$ cat src/rtl/octree_sram_arbiter_if.sv
// Requester-side bus of the Octree SRAM arbiter: per-requester request/address/data
// vectors in, one-hot grant and read-return out.
interface octree_sram_arbiter_if #(
  parameter int NUM_REQ    = 3,
  parameter int ADDR_WIDTH = 10,
  parameter int DATA_WIDTH = 64
);
  logic [NUM_REQ-1:0]                 req_i;
  logic [NUM_REQ-1:0]                 we_i;
  logic [NUM_REQ-1:0][ADDR_WIDTH-1:0] addr_i;
  logic [NUM_REQ-1:0][DATA_WIDTH-1:0] wdata_i;
  logic [NUM_REQ-1:0]                 lock_i;
  logic [NUM_REQ-1:0]                 gnt_o;
  logic [NUM_REQ-1:0]                 rvalid_o;
  logic [DATA_WIDTH-1:0]              rdata_o;

  modport slave (
    input  req_i, we_i, addr_i, wdata_i, lock_i,
    output gnt_o, rvalid_o, rdata_o
  );

  modport master (
    output req_i, we_i, addr_i, wdata_i, lock_i,
    input  gnt_o, rvalid_o, rdata_o
  );
endinterface

$ cat src/rtl/octree_sram_arbiter.sv
// Round-robin arbiter with burst lock sharing one single-port SRAM among the host,
// Searcher and Updater; routes 1-cycle-latency read data back to the issuer.
module octree_sram_arbiter #(
  parameter int NUM_REQ    = 3,
  parameter int ADDR_WIDTH = 10,
  parameter int DATA_WIDTH = 64,
  parameter int MAX_BURST  = 16
) (
  input  logic                          clk,
  input  logic                          rst,
  octree_sram_arbiter_if.slave          bus,
  output logic                          sram_req_o,
  output logic                          sram_we_o,
  output logic [ADDR_WIDTH-1:0]         sram_addr_o,
  output logic [DATA_WIDTH-1:0]         sram_wdata_o,
  input  logic [DATA_WIDTH-1:0]         sram_rdata_i,
  output logic [((NUM_REQ > 1) ? $clog2(NUM_REQ) : 1)-1:0] owner_o,
  output logic                          locked_o
);

  localparam int IDX_W = (NUM_REQ > 1) ? $clog2(NUM_REQ) : 1;
  localparam int CNT_W = $clog2(MAX_BURST + 1);

  localparam logic [0:0] ST_ARB  = 1'b0;
  localparam logic [0:0] ST_LOCK = 1'b1;

  logic [0:0]         state_q;
  logic [IDX_W-1:0]   ptr_q;
  logic [IDX_W-1:0]   owner_q;
  logic [CNT_W-1:0]   burst_cnt_q;
  logic               rtag_vld_p1;
  logic [IDX_W-1:0]   rtag_id_p1;

  logic [NUM_REQ-1:0] others_req;
  logic               burst_full;
  logic               hold;
  logic [NUM_REQ-1:0] gnt;
  logic [IDX_W-1:0]   win;
  logic               beat;
  logic               found;
  int                 idx;

  // Lock survives only while the owner keeps lock_i high and has not exhausted its
  // burst budget while someone else is waiting.
  always_comb begin
    others_req = bus.req_i;
    others_req[owner_q] = 1'b0;
    burst_full = (burst_cnt_q == CNT_W'(MAX_BURST));
    hold = (state_q == ST_LOCK) && bus.lock_i[owner_q] && !(burst_full && (|others_req));
  end

  always_comb begin
    gnt   = '0;
    win   = '0;
    found = 1'b0;
    idx   = 0;
    if (hold) begin
      if (bus.req_i[owner_q]) begin
        gnt[owner_q] = 1'b1;
        win          = owner_q;
      end
    end else begin
      for (int k = 0; k < NUM_REQ; k++) begin
        idx = (int'(ptr_q) + k) % NUM_REQ;
        if (!found && bus.req_i[idx]) begin
          found    = 1'b1;
          gnt[idx] = 1'b1;
          win      = IDX_W'(idx);
        end
      end
    end
  end

  assign beat      = |(bus.req_i & gnt);
  assign bus.gnt_o = gnt;

  always_comb begin
    sram_req_o   = beat;
    sram_we_o    = beat & bus.we_i[win];
    sram_addr_o  = beat ? bus.addr_i[win]  : '0;
    sram_wdata_o = beat ? bus.wdata_i[win] : '0;
  end

  always_ff @(posedge clk or posedge rst) begin
    if (rst) begin
      state_q     <= ST_ARB;
      ptr_q       <= '0;
      owner_q     <= '0;
      burst_cnt_q <= '0;
    end else if (hold) begin
      if (beat && !burst_full) burst_cnt_q <= burst_cnt_q + 1'b1;
    end else if (beat) begin
      owner_q     <= win;
      ptr_q       <= (win == IDX_W'(NUM_REQ - 1)) ? '0 : win + 1'b1;
      state_q     <= bus.lock_i[win] ? ST_LOCK : ST_ARB;
      burst_cnt_q <= bus.lock_i[win] ? CNT_W'(1) : '0;
    end else begin
      state_q     <= ST_ARB;
      burst_cnt_q <= '0;
    end
  end

  // Stage p1: read tag, aligned with the SRAM's registered read data
  always_ff @(posedge clk or posedge rst) begin
    if (rst) begin
      rtag_vld_p1 <= 1'b0;
      rtag_id_p1  <= '0;
    end else begin
      rtag_vld_p1 <= beat & ~bus.we_i[win];
      rtag_id_p1  <= win;
    end
  end

  always_comb begin
    bus.rvalid_o = '0;
    if (rtag_vld_p1) bus.rvalid_o[rtag_id_p1] = 1'b1;
    bus.rdata_o  = rtag_vld_p1 ? sram_rdata_i : '0;
  end

  assign owner_o  = owner_q;
  assign locked_o = (state_q == ST_LOCK);

endmodule
$ cat src/flat_wrapper.sv
// flat-port wrapper written by rule: the top's interface ports become plain ports
module octree_sram_arbiter_flat 
#(
  parameter int NUM_REQ    = 3,
  parameter int ADDR_WIDTH = 10,
  parameter int DATA_WIDTH = 64,
  parameter int MAX_BURST  = 16
)
  (clk, rst, sram_req_o, sram_we_o, sram_addr_o, sram_wdata_o, sram_rdata_i, owner_o, locked_o, bus_req_i, bus_we_i, bus_addr_i, bus_wdata_i, bus_lock_i, bus_gnt_o, bus_rvalid_o, bus_rdata_o);
  octree_sram_arbiter_if #(.NUM_REQ(NUM_REQ), .ADDR_WIDTH(ADDR_WIDTH), .DATA_WIDTH(DATA_WIDTH)) bus_i ();
  input  logic clk;
  input  logic rst;
  output logic sram_req_o;
  output logic sram_we_o;
  output logic [ADDR_WIDTH-1:0] sram_addr_o;
  output logic [DATA_WIDTH-1:0] sram_wdata_o;
  input  logic [DATA_WIDTH-1:0] sram_rdata_i;
  output logic [((NUM_REQ > 1) ? $clog2(NUM_REQ) : 1)-1:0] owner_o;
  output logic locked_o;
  input wire logic [$bits(bus_i.req_i)-1:0] bus_req_i;
  input wire logic [$bits(bus_i.we_i)-1:0] bus_we_i;
  input wire logic [$bits(bus_i.addr_i)-1:0] bus_addr_i;
  input wire logic [$bits(bus_i.wdata_i)-1:0] bus_wdata_i;
  input wire logic [$bits(bus_i.lock_i)-1:0] bus_lock_i;
  output wire logic [$bits(bus_i.gnt_o)-1:0] bus_gnt_o;
  output wire logic [$bits(bus_i.rvalid_o)-1:0] bus_rvalid_o;
  output wire logic [$bits(bus_i.rdata_o)-1:0] bus_rdata_o;
  assign bus_i.req_i = bus_req_i;
  assign bus_i.we_i = bus_we_i;
  assign bus_i.addr_i = bus_addr_i;
  assign bus_i.wdata_i = bus_wdata_i;
  assign bus_i.lock_i = bus_lock_i;
  assign bus_gnt_o = bus_i.gnt_o;
  assign bus_rvalid_o = bus_i.rvalid_o;
  assign bus_rdata_o = bus_i.rdata_o;
  octree_sram_arbiter #(.NUM_REQ(NUM_REQ), .ADDR_WIDTH(ADDR_WIDTH), .DATA_WIDTH(DATA_WIDTH), .MAX_BURST(MAX_BURST)) u_core (.clk(clk), .rst(rst), .bus(bus_i), .sram_req_o(sram_req_o), .sram_we_o(sram_we_o), .sram_addr_o(sram_addr_o), .sram_wdata_o(sram_wdata_o), .sram_rdata_i(sram_rdata_i), .owner_o(owner_o), .locked_o(locked_o));
endmodule
$ cat config.mk
export PLATFORM = sky130hd
export DESIGN_NAME = octree_sram_arbiter_flat
export DESIGN_NICKNAME = d
export VERILOG_FILES = /design/src/rtl/octree_sram_arbiter_if.sv /design/src/rtl/octree_sram_arbiter.sv /design/src/flat_wrapper.sv
export SDC_FILE = /design/constraint.sdc
export NUM_CORES = 1
export LEC_CHECK = 0
export ABC_AREA = 1
export BUFFER_PORTS_ARGS = -buffer_cell sky130_fd_sc_hd__clkbuf_2
export CELL_PAD_IN_SITES_DETAIL_PLACEMENT = 0
export CELL_PAD_IN_SITES_GLOBAL_PLACEMENT = 1
export CORE_AREA = 3 3 173 175
export CTS_CLUSTER_DIAMETER = 30
export DETAILED_ROUTE_END_ITERATION = 10
export DIE_AREA = 0 0 176 178
export PLACE_DENSITY_LB_ADDON = 0.1
export RECOVER_POWER = 100
export SLEW_MARGIN = 20
export SYNTH_ARGS = -nofsm -noshare
export SYNTH_HDL_FRONTEND = slang
export SYNTH_SLANG_ARGS = --single-unit
$ cat constraint.sdc
create_clock -name clk -period 3.2 [get_ports clk]
set_clock_uncertainty 0.1 [all_clocks]
set_input_delay 0.64 -clock clk [delete_from_list [all_inputs] [get_ports clk]]
set_output_delay 0.64 -clock clk [all_outputs]
set_load 0.1 [all_outputs]
==> results of run 1 <==
## layer usage
layer  track usage  wire [um]  vias up
met5             0          0        -
met4        0.0162        158        0
met3        0.0458       2330        8
met2         0.283      13600      292
met1         0.138       8500     2682
li1              -          -     3071
## area by class of cell
cell class                      instances  area [um^2]  area share
Timing Repair Buffer                  537         4610       0.467
Multi-Input combinational cell        503         3850       0.390
Inverter                              114          514      0.0521
Tap cell                              384          480      0.0486
Sequential cell                        13          338      0.0342
Clock buffer                            4         78.8     0.00798
## placed cells by master (no fill, tap or decap), types with 2 or more instances in the layout
master and count:
clkbuf_1 3, o21ai_4 4, inv_1 82, clkbuf_16 11
ha_4 3, nor2_1 4, a31oi_4 57, nor3_2 3
inv_4 4, buf_6 4, nand3_4 2, dfrtp_2 4
buf_12 94, nand4_1 5, ha_1 2, inv_8 3
dfrtp_4 2, nand3_2 26, inv_2 11, dfrtp_1 7
nand2_4 46, buf_16 7, o21ai_1 3, buf_4 55
clkinvlp_4 13, clkbuf_2 365, nand2_1 247, o21ai_0 6
nand2_2 67, nand3_1 18
## worst min-delay path by stage
stage                                       end  slack, ns  depth (start not counted)
after floorplan           u_core.burst_cnt_q[0]       0.38                          2
after global placement    u_core.burst_cnt_q[4]       0.41                          2
after detailed placement  u_core.burst_cnt_q[4]       0.41                          2
after CTS                  u_core.rtag_id_p1[0]       0.37                          2
after global routing       u_core.rtag_id_p1[0]       0.38                          2
final                      u_core.rtag_id_p1[1]       0.33                          2
## what timing repair did
item / CTS / global route
setup endpoints to repair: 76 / 76
cloned: 4 / 11
setup buffers: 11 / 12
pin swaps: 14 / 37
gates resized for setup: 63 / 77
## cells by family (layout without fill, tap and decap cells)
family                     count (synthesis)  count (layout)
AOI/OAI and AO/OA                         71              71
buffers and inverters                    153             655
xor gates and xnor gates                   1               1
adders and majority gates                  6               6
DFF                                       13              13
and+or+nand+nor                          425             425
## flip-flops by register name, indices dropped and copies added (netlist names)
name and cells:
u_core.locked_o 1, u_core.rtag_id_p1 2, u_core.burst_cnt_q 5, u_core.ptr_q 2, u_core.rtag_vld_p1 1, u_core.owner_o 2
## worst max-delay path: stages, from the launching register on
cell	delay [ns]
dfrtp_2	0.45
inv_4	0.10
ha_4	0.23
inv_4	0.07
nand2_1	0.06
nand3_2	0.08
nand2_4	0.08
nand2_2	0.06
nand2_2	0.06
nand2_2	0.06
nand3_2	0.07
nand2_4	0.10
inv_8	0.05
nor2_8	0.14
buf_12	0.19
clkbuf_16	0.18
nand2_2	0.06
a31oi_4	0.18
buf_12	0.19
## per-stage QoR
step | area [um^2] | util | setup slack [ns] | instances
floorplan | 4650 | - | -0.0594 | 669
global placement | 8770 | 0.306 | -0.132 | 1513
detailed placement | 8770 | 0.306 | -0.141 | 1513
CTS | 9270 | 0.324 | -0.180 | 1532
global route | 9880 | 0.345 | -0.356 | 1555
finish | 9880 | 0.345 | -0.223 | 1555
==> flow_metrics.tcl, run 1 <==
set metrics [dict create \
    rsz0062_at_grt "true" \
    hold_class "in -> async" \
    syn-num-nets 972 \
    cts_tree "built" \
    yosysMostFrequentCell "nand2_1" \
    rrSetupSlack_ns 0.44 \
    tightest_slew_ns 1.17 \
    nFillCells 3025 \
    synth_top_area_cell "nand2_1" \
    synthFlopType "dfrtp_1" \
    clk_pin_slew_ns 0.05 \
    vias 6053 \
    relSlewSlack 0.221 \
    ios 446 \
    netlist_instances 669 \
    nNetsFinal 1475 \
    r2r_end "u_core.burst_cnt_q[0]" \
    cp.arrival_ns 2.68 \
    status "complete, but fails checks" \
    violations "negative setup slack" \
    start_kind "flip-flop" \
    syn_area_mm2 0.00337 \
    tns_ns -13.54 \
    synth_warnings 0 \
    async_flop_share 1.00 \
    synthMuxAreaShare 0 \
    die_area_mm2 0.0313 \
    via_per_inst 3.89 \
    synth-compound-area-share 0.151 \
    grt_remaining_overflow 0 \
    wirelength_um 24600 \
    fin_crit_sh 1.07 \
    dieHeight_um 178 \
    cts.sinks 13 \
    grt_max_degree 50 \
    synth_cell_type_count 31 \
    max-cap-violations 0 \
    ant_nets 0 \
    min_period_ns 3.42 \
    area_growth_pct 193 \
    cp_max_fo 8 \
    crit_end "sram_wdata_o[3]" \
    yosysTopAreaCellShare 0.386 \
    start_util 0.118 \
    die_w_um 176 \
    wl_per_cell_um 15.8 \
    drtIter0Drc 139 \
    crit-reg2reg-launch "u_core.ptr_q[0]" \
    synth_common_cells "nand2_1, inv_1, a31oi_1, nand3_1, buf_2" \
    avgSynthCellArea_um2 5.04 \
    grt_antenna_before_repair 0 \
    critical_path_class "reg -> out" \
    synth-seq-area-share 0.0964 \
    n_antenna_cell 0 \
    synth_edf_count 0 \
    whs_ns 0.327 \
    hold_buffers 0 \
    synthSimpleGateAreaFrac 0.521 \
    route.detailed.drc 0 \
    core-area_mm2 0.0286 \
    synth_top_family_by_area "simple AND/OR/NAND/NOR gates" \
    max_clock_freq_mhz 292 \
    setup_viol 76 \
    end_kind "primary output" \
    synth_seq_cells 13 \
    cts_max_level 1 \
    io_buffers 445 \
    clockBufferDepth 2 \
    synth_fa_ha_area_frac 0.0222 \
    hold_violations 0 \
    place_hpwl_um 19700 \
    grt_use_total 0.138 \
    r2r_cells 21 \
    grt_pass1_wl_um 33900 \
    critPathLaunch "u_core.ptr_q[0]" \
    drt_first_pass_iters 7 \
    gp_congestion 0.782 \
    final_layout_size_suffix_gt1_frac 0.675 \
    fin_ws_ns -0.223 \
    grt_pass1_vias 6049 \
    rows 62 \
    clk_latency_ns 0.24 \
    maxSlewViolCount 0 \
    crit_required_ns 2.46 \
    synth_area_leaders "nand2_1, inv_1, dfrtp_1, a31oi_1, nand3_1" \
    numCtsBuffers 3 \
    cts_root_buffer "clkbuf_16" \
    synth_xor_area_frac 0.00260 \
]
Power of run 1 is not shown: default switching activity piles up to over one toggle a cycle in this logic, so the estimate is an artifact.
==> run 2: changes to the inputs <==
--- a/config.mk
+++ b/config.mk
@@ -15,2 +15,3 @@
 export DIE_AREA = 0 0 176 178
+export MAX_ROUTING_LAYER = met4
 export PLACE_DENSITY_LB_ADDON = 0.1
--- a/constraint.sdc
+++ b/constraint.sdc
@@ -4,2 +4,2 @@
 set_output_delay 0.64 -clock clk [all_outputs]
-set_load 0.1 [all_outputs]
+set_load 0.02 [all_outputs]
==> run 2 against run 1 <==
Net effect:
- the flow still finishes with violations (negative setup slack)
- non-clock buffer count shrank 4
- core utilization fell by 7.0 points
- sequential share of layout area grew 0.73 points
- clock-buffer cell count shrank 1
- critical path depth fell by 1
- fmax rose by 2.2%
- cell area decreased by 20%
- setup slack improved by 0.074 ns
- sequential cell count unchanged
- cell count is 0.13% lower
- critical endpoint is now sram_wdata_o[21]
==> flow_metrics.tcl, run 2 (synthesis results as in run 1) <==
set metrics [dict create \
    regMostFlops "u_core.burst_cnt_q" \
    grt_pass1_vias 6092 \
    clockBufferDepth 2 \
    numCtsBuffers 3 \
    relSlewSlack 0.558 \
    rsz0062_at_grt "true" \
    hold_class "in -> async" \
    start_util 0.118 \
    die_area_mm2 0.0313 \
    area_growth_pct 133 \
    dieHeight_um 178 \
    nNetsFinal 1471 \
    critical_path_class "reg -> out" \
    ios 446 \
    min_period_ns 3.35 \
    clk_pin_slew_ns 0.05 \
    hold_buffers 0 \
    io_buffers 445 \
    rows 62 \
    final_cell_mix "clkbuf_2, nand2_1, inv_1, buf_4, nand2_2" \
    clk_latency_ns 0.24 \
    whs_ns 0.321 \
    wirelength_um 24800 \
    cp.arrival_ns 2.61 \
    setup_viol 74 \
    die_w_um 176 \
    end_kind "primary output" \
    cp_max_fo 5 \
    crit_required_ns 2.46 \
    dr_wl_met3_um 2070 \
    tightest_slew_ns 0.664 \
    gp_congestion 0.811 \
    vias 6060 \
    drt_first_pass_iters 4 \
    cts_root_buffer "clkbuf_16" \
    final_layout_size_suffix_gt1_frac 0.549 \
    fin_ws_ns -0.149 \
    grt_max_degree 30 \
    wl_met2_um 13800 \
    status "complete, but fails checks" \
    start_kind "flip-flop" \
    route.detailed.drc 0 \
    cts_max_level 1 \
    drtIter0Drc 185 \
    highest_layer "met4" \
    max-cap-violations 0 \
    core-area_mm2 0.0286 \
    tns_ns -5.68 \
    met1_length_um 8690 \
    fin_crit_sh 1.05 \
    ant_nets 0 \
    cts.sinks 13 \
    wl_per_cell_um 16.0 \
    grt_use_total 0.149 \
    grt_remaining_overflow 0 \
    max_clock_freq_mhz 299 \
    via_per_inst 3.90 \
    place_hpwl_um 20300 \
    hold_violations 0 \
    grt_pass1_wl_um 34900 \
    violations "negative setup slack" \
    final_common_cell "clkbuf_2" \
    maxSlewViolCount 0 \
    grt_antenna_before_repair 1 \
    cts_tree "built" \
    largest_register_ffs 5 \
]
## run 2: cell types whose count changed in the layout (fill, tap and decap cells not counted), moves of 21 or more
cell	before	now
buf_12	94	14
nand2_1	247	302
a31oi_4	57	18
buf_4	55	90
a31oi_1	0	34
nand2_4	46	13
nand2_2	67	46
## run 2: layer usage
metal / track usage / vias up
met5: - / -
met4: 0.0178 / 0
met3: 0.0353 / 18
met2: 0.297 / 299
met1: 0.150 / 2682
li1: - / 3061
## run 2: area by class of cell
| class | instances | area (um^2) |
|---|---|---|
| Fill cell | 3347 | 20800 |
| Timing Repair Buffer | 533 | 3650 |
| Multi-Input combinational cell | 503 | 2880 |
| Tap cell | 384 | 480 |
| Inverter | 114 | 450 |
| Sequential cell | 13 | 327 |
| Clock buffer | 3 | 75.1 |
| Clock inverter | 1 | 5.00 |
| Antenna cell | 2 | 5.00 |
## run 2: worst max-delay path, stage by stage, from the launching register on
cell and delay, ns:
dfrtp_1 0.42, inv_2 0.11, buf_6 0.11, ha_4 0.16, inv_1 0.07, nand3_2 0.09
nand2_4 0.07, nand3_1 0.10, nand4_1 0.12, nand2_2 0.13, clkinv_4 0.10, nor2_8 0.11
buf_6 0.12, buf_12 0.13, clkbuf_16 0.16, nand2_4 0.05, a31oi_4 0.16, buf_8 0.13
## run 2: final timing paths
kind,start,to,slack (ns),cells after the start
max,u_core.ptr_q[1],sram_wdata_o[21],-0.15,17
min,rst,u_core.burst_cnt_q[4],0.32,2
max reg2reg,u_core.ptr_q[1],u_core.burst_cnt_q[3],0.67,19
min reg2reg,u_core.burst_cnt_q[4],u_core.burst_cnt_q[4],0.42,2
max in group asynchronous,rst,u_core.owner_o[1],2.28,2
min in group clk,u_core.burst_cnt_q[4],u_core.burst_cnt_q[4],0.42,2
## run 2: stage by stage
| stage | cell area (um^2) | std cells | util | worst slack (ns) |
|---|---|---|---|---|
| floorplan | 3370 | 669 | - | 0.176 |
| global placement | 6390 | 1517 | 0.223 | -0.0662 |
| detailed placement | 6390 | 1517 | 0.223 | -0.0499 |
| CTS | 7230 | 1541 | 0.253 | -0.158 |
| global route | 7870 | 1552 | 0.275 | -0.344 |
| finish | 7870 | 1553 | 0.275 | -0.149 |
## run 2: repair_timing
action,CTS,global route
buffers inserted,17,4
cloned,5,6
pin swaps,18,23
gates resized for setup,137,170
setup endpoints to repair,76,76
Power of run 2 is left out for the same reason.
==> run 3: changes to the inputs <==
Settings changed: RECOVER_POWER 100 to 25.
Clock period 3.2 ns to 3 ns, I/O delays scaled along.
==> run 3 against run 2 <==
Net effect:
- the flow still finishes with violations (negative setup slack)
- worst hold slack lost 0.050 ns
- die area stayed put
- cell count is 0.52% higher
- global-route usage decreased by 0.94 points
- register-to-register slack lost 0.31 ns
- largest cell class unchanged
==> flow_metrics.tcl, run 3 (synthesis results as in run 1) <==
set metrics [dict create \
    r2r_cells 19 \
    clockBufferDepth 2 \
    worst_path_max_delay_cell "dfrtp_2" \
    drtIter0Drc 120 \
    nNetsFinal 1481 \
    status "complete, but fails checks" \
    grt_use_total 0.139 \
    rsz0062_at_grt "true" \
    grt_remaining_overflow 0 \
    hold_violations 0 \
    timing.critical_path.cells "ha_4, inv_4, nand2_1, nand3_2, nand2_4, nand3_1, nand2_1, nand3_2, nand2_4, inv_8, nor2_8, buf_12, buf_12, nand2_2, a31oi_2, buf_4" \
    cp.arrival_ns 2.61 \
    final_common_cell "clkbuf_2" \
    rrSetupSlack_ns 0.36 \
    via_per_inst 3.88 \
    seqCellArea_um2 327 \
    regMostFlops "u_core.burst_cnt_q" \
    max_clock_freq_mhz 302 \
    n_antenna_cell 0 \
    vias 6054 \
    relSlewSlack 0.346 \
    ant_nets 0 \
    wirelength_um 24400 \
    tns_ns -18.47 \
    io_buffers 445 \
    cp_max_fo 8 \
    maxSlewViolCount 0 \
    grt_pass1_wl_um 33100 \
    r2r_end "u_core.burst_cnt_q[0]" \
    min_period_ns 3.31 \
    critical_path_class "reg -> out" \
    hold_buffers 0 \
    drt_first_pass_iters 4 \
    cts_max_level 1 \
    critPathBufInv 5 \
    largest_register_ffs 5 \
    max-cap-violations 0 \
    wl_per_cell_um 15.6 \
    critical_path.top_delay_family "simple AND/OR/NAND/NOR gates" \
    place_hpwl_um 19700 \
    cts_root_buffer "clkbuf_16" \
    start_kind "flip-flop" \
    cts_tree "built" \
    violations "negative setup slack" \
    grt_antenna_before_repair 0 \
    area_growth_pct 142 \
    dpl.cell_count 1529 \
    dpl_worst_slack_ns -0.227 \
    grt_pass1_vias 6016 \
    rows 62 \
    gp_congestion 0.796 \
    start_util 0.118 \
    dieHeight_um 178 \
    die_area_mm2 0.0313 \
    nFillCells 3326 \
    tightest_slew_ns 0.981 \
    clk_pin_slew_ns 0.05 \
    end_kind "primary output" \
    grt_max_degree 31 \
    core-area_mm2 0.0286 \
    final_cell_mix "clkbuf_2, nand2_1, buf_4, inv_1, nand2_2" \
    ios 446 \
    route.detailed.drc 0 \
    multi_input_area_mm2 0.00306 \
    fin_ws_ns -0.308 \
    cts.sinks 13 \
    hold_class "in -> async" \
    clk_latency_ns 0.24 \
    critPathMaxStageDelay_ns 0.44 \
    crit-reg2reg-launch "u_core.ptr_q[0]" \
    die_w_um 176 \
    setup_viol 76 \
    final_layout_size_suffix_gt1_frac 0.583 \
    fin_crit_sh 1.10 \
    numCtsBuffers 3 \
    fin_cells 1561 \
    crit_required_ns 2.30 \
]
run 3: metrics by stage:
stage	hold WS, ns	cell area, um^2	util
2_1_floorplan	0.377	3370	-
3_3_place_gp	0.465	6510	0.227
3_5_place_dp	0.486	6510	0.227
4_1_cts	0.304	7440	0.260
5_1_grt	0.348	8160	0.285
6_report	0.271	8160	0.285
run 3: worst max-delay path by stage:
stage / start / to / slack [ns] / depth (start not counted)
detailed placement: u_core.ptr_q[0] / sram_wdata_o[46] / -0.23 / 17
CTS: u_core.ptr_q[1] / sram_wdata_o[59] / -0.31 / 16
global route: u_core.ptr_q[1] / sram_wdata_o[26] / -0.45 / 16
finish: u_core.ptr_q[1] / sram_wdata_o[27] / -0.31 / 16
floorplan: u_core.ptr_q[0] / sram_wdata_o[23] / 0.02 / 16
global placement: u_core.ptr_q[1] / sram_wdata_o[14] / -0.23 / 15
run 3: layout make-up:
class	count	area share
tap	384	0.0589
clock buffer	4	0.00966
inverter	114	0.0564
sequential	13	0.0400
timing repair buffer	543	0.460
multi-input combinational	503	0.375
run 3: repair_timing:
item                                    CTS  global route
endpoints found under the setup margin   76            76
resized for setup                       160           210
pin swaps                                17            33
gates cloned                              4             6
buffers inserted                         17             6
run 3: routing by layer:
metal,vias to the layer above,share of wire,track usage
met1,2675,0.36,0.144
met2,290,0.55,0.275
met4,0,0.0083,0.0162
met3,12,0.078,0.0326
li1,3077,-,-
met5,-,0,-
Power of run 3 is left out for the same reason.
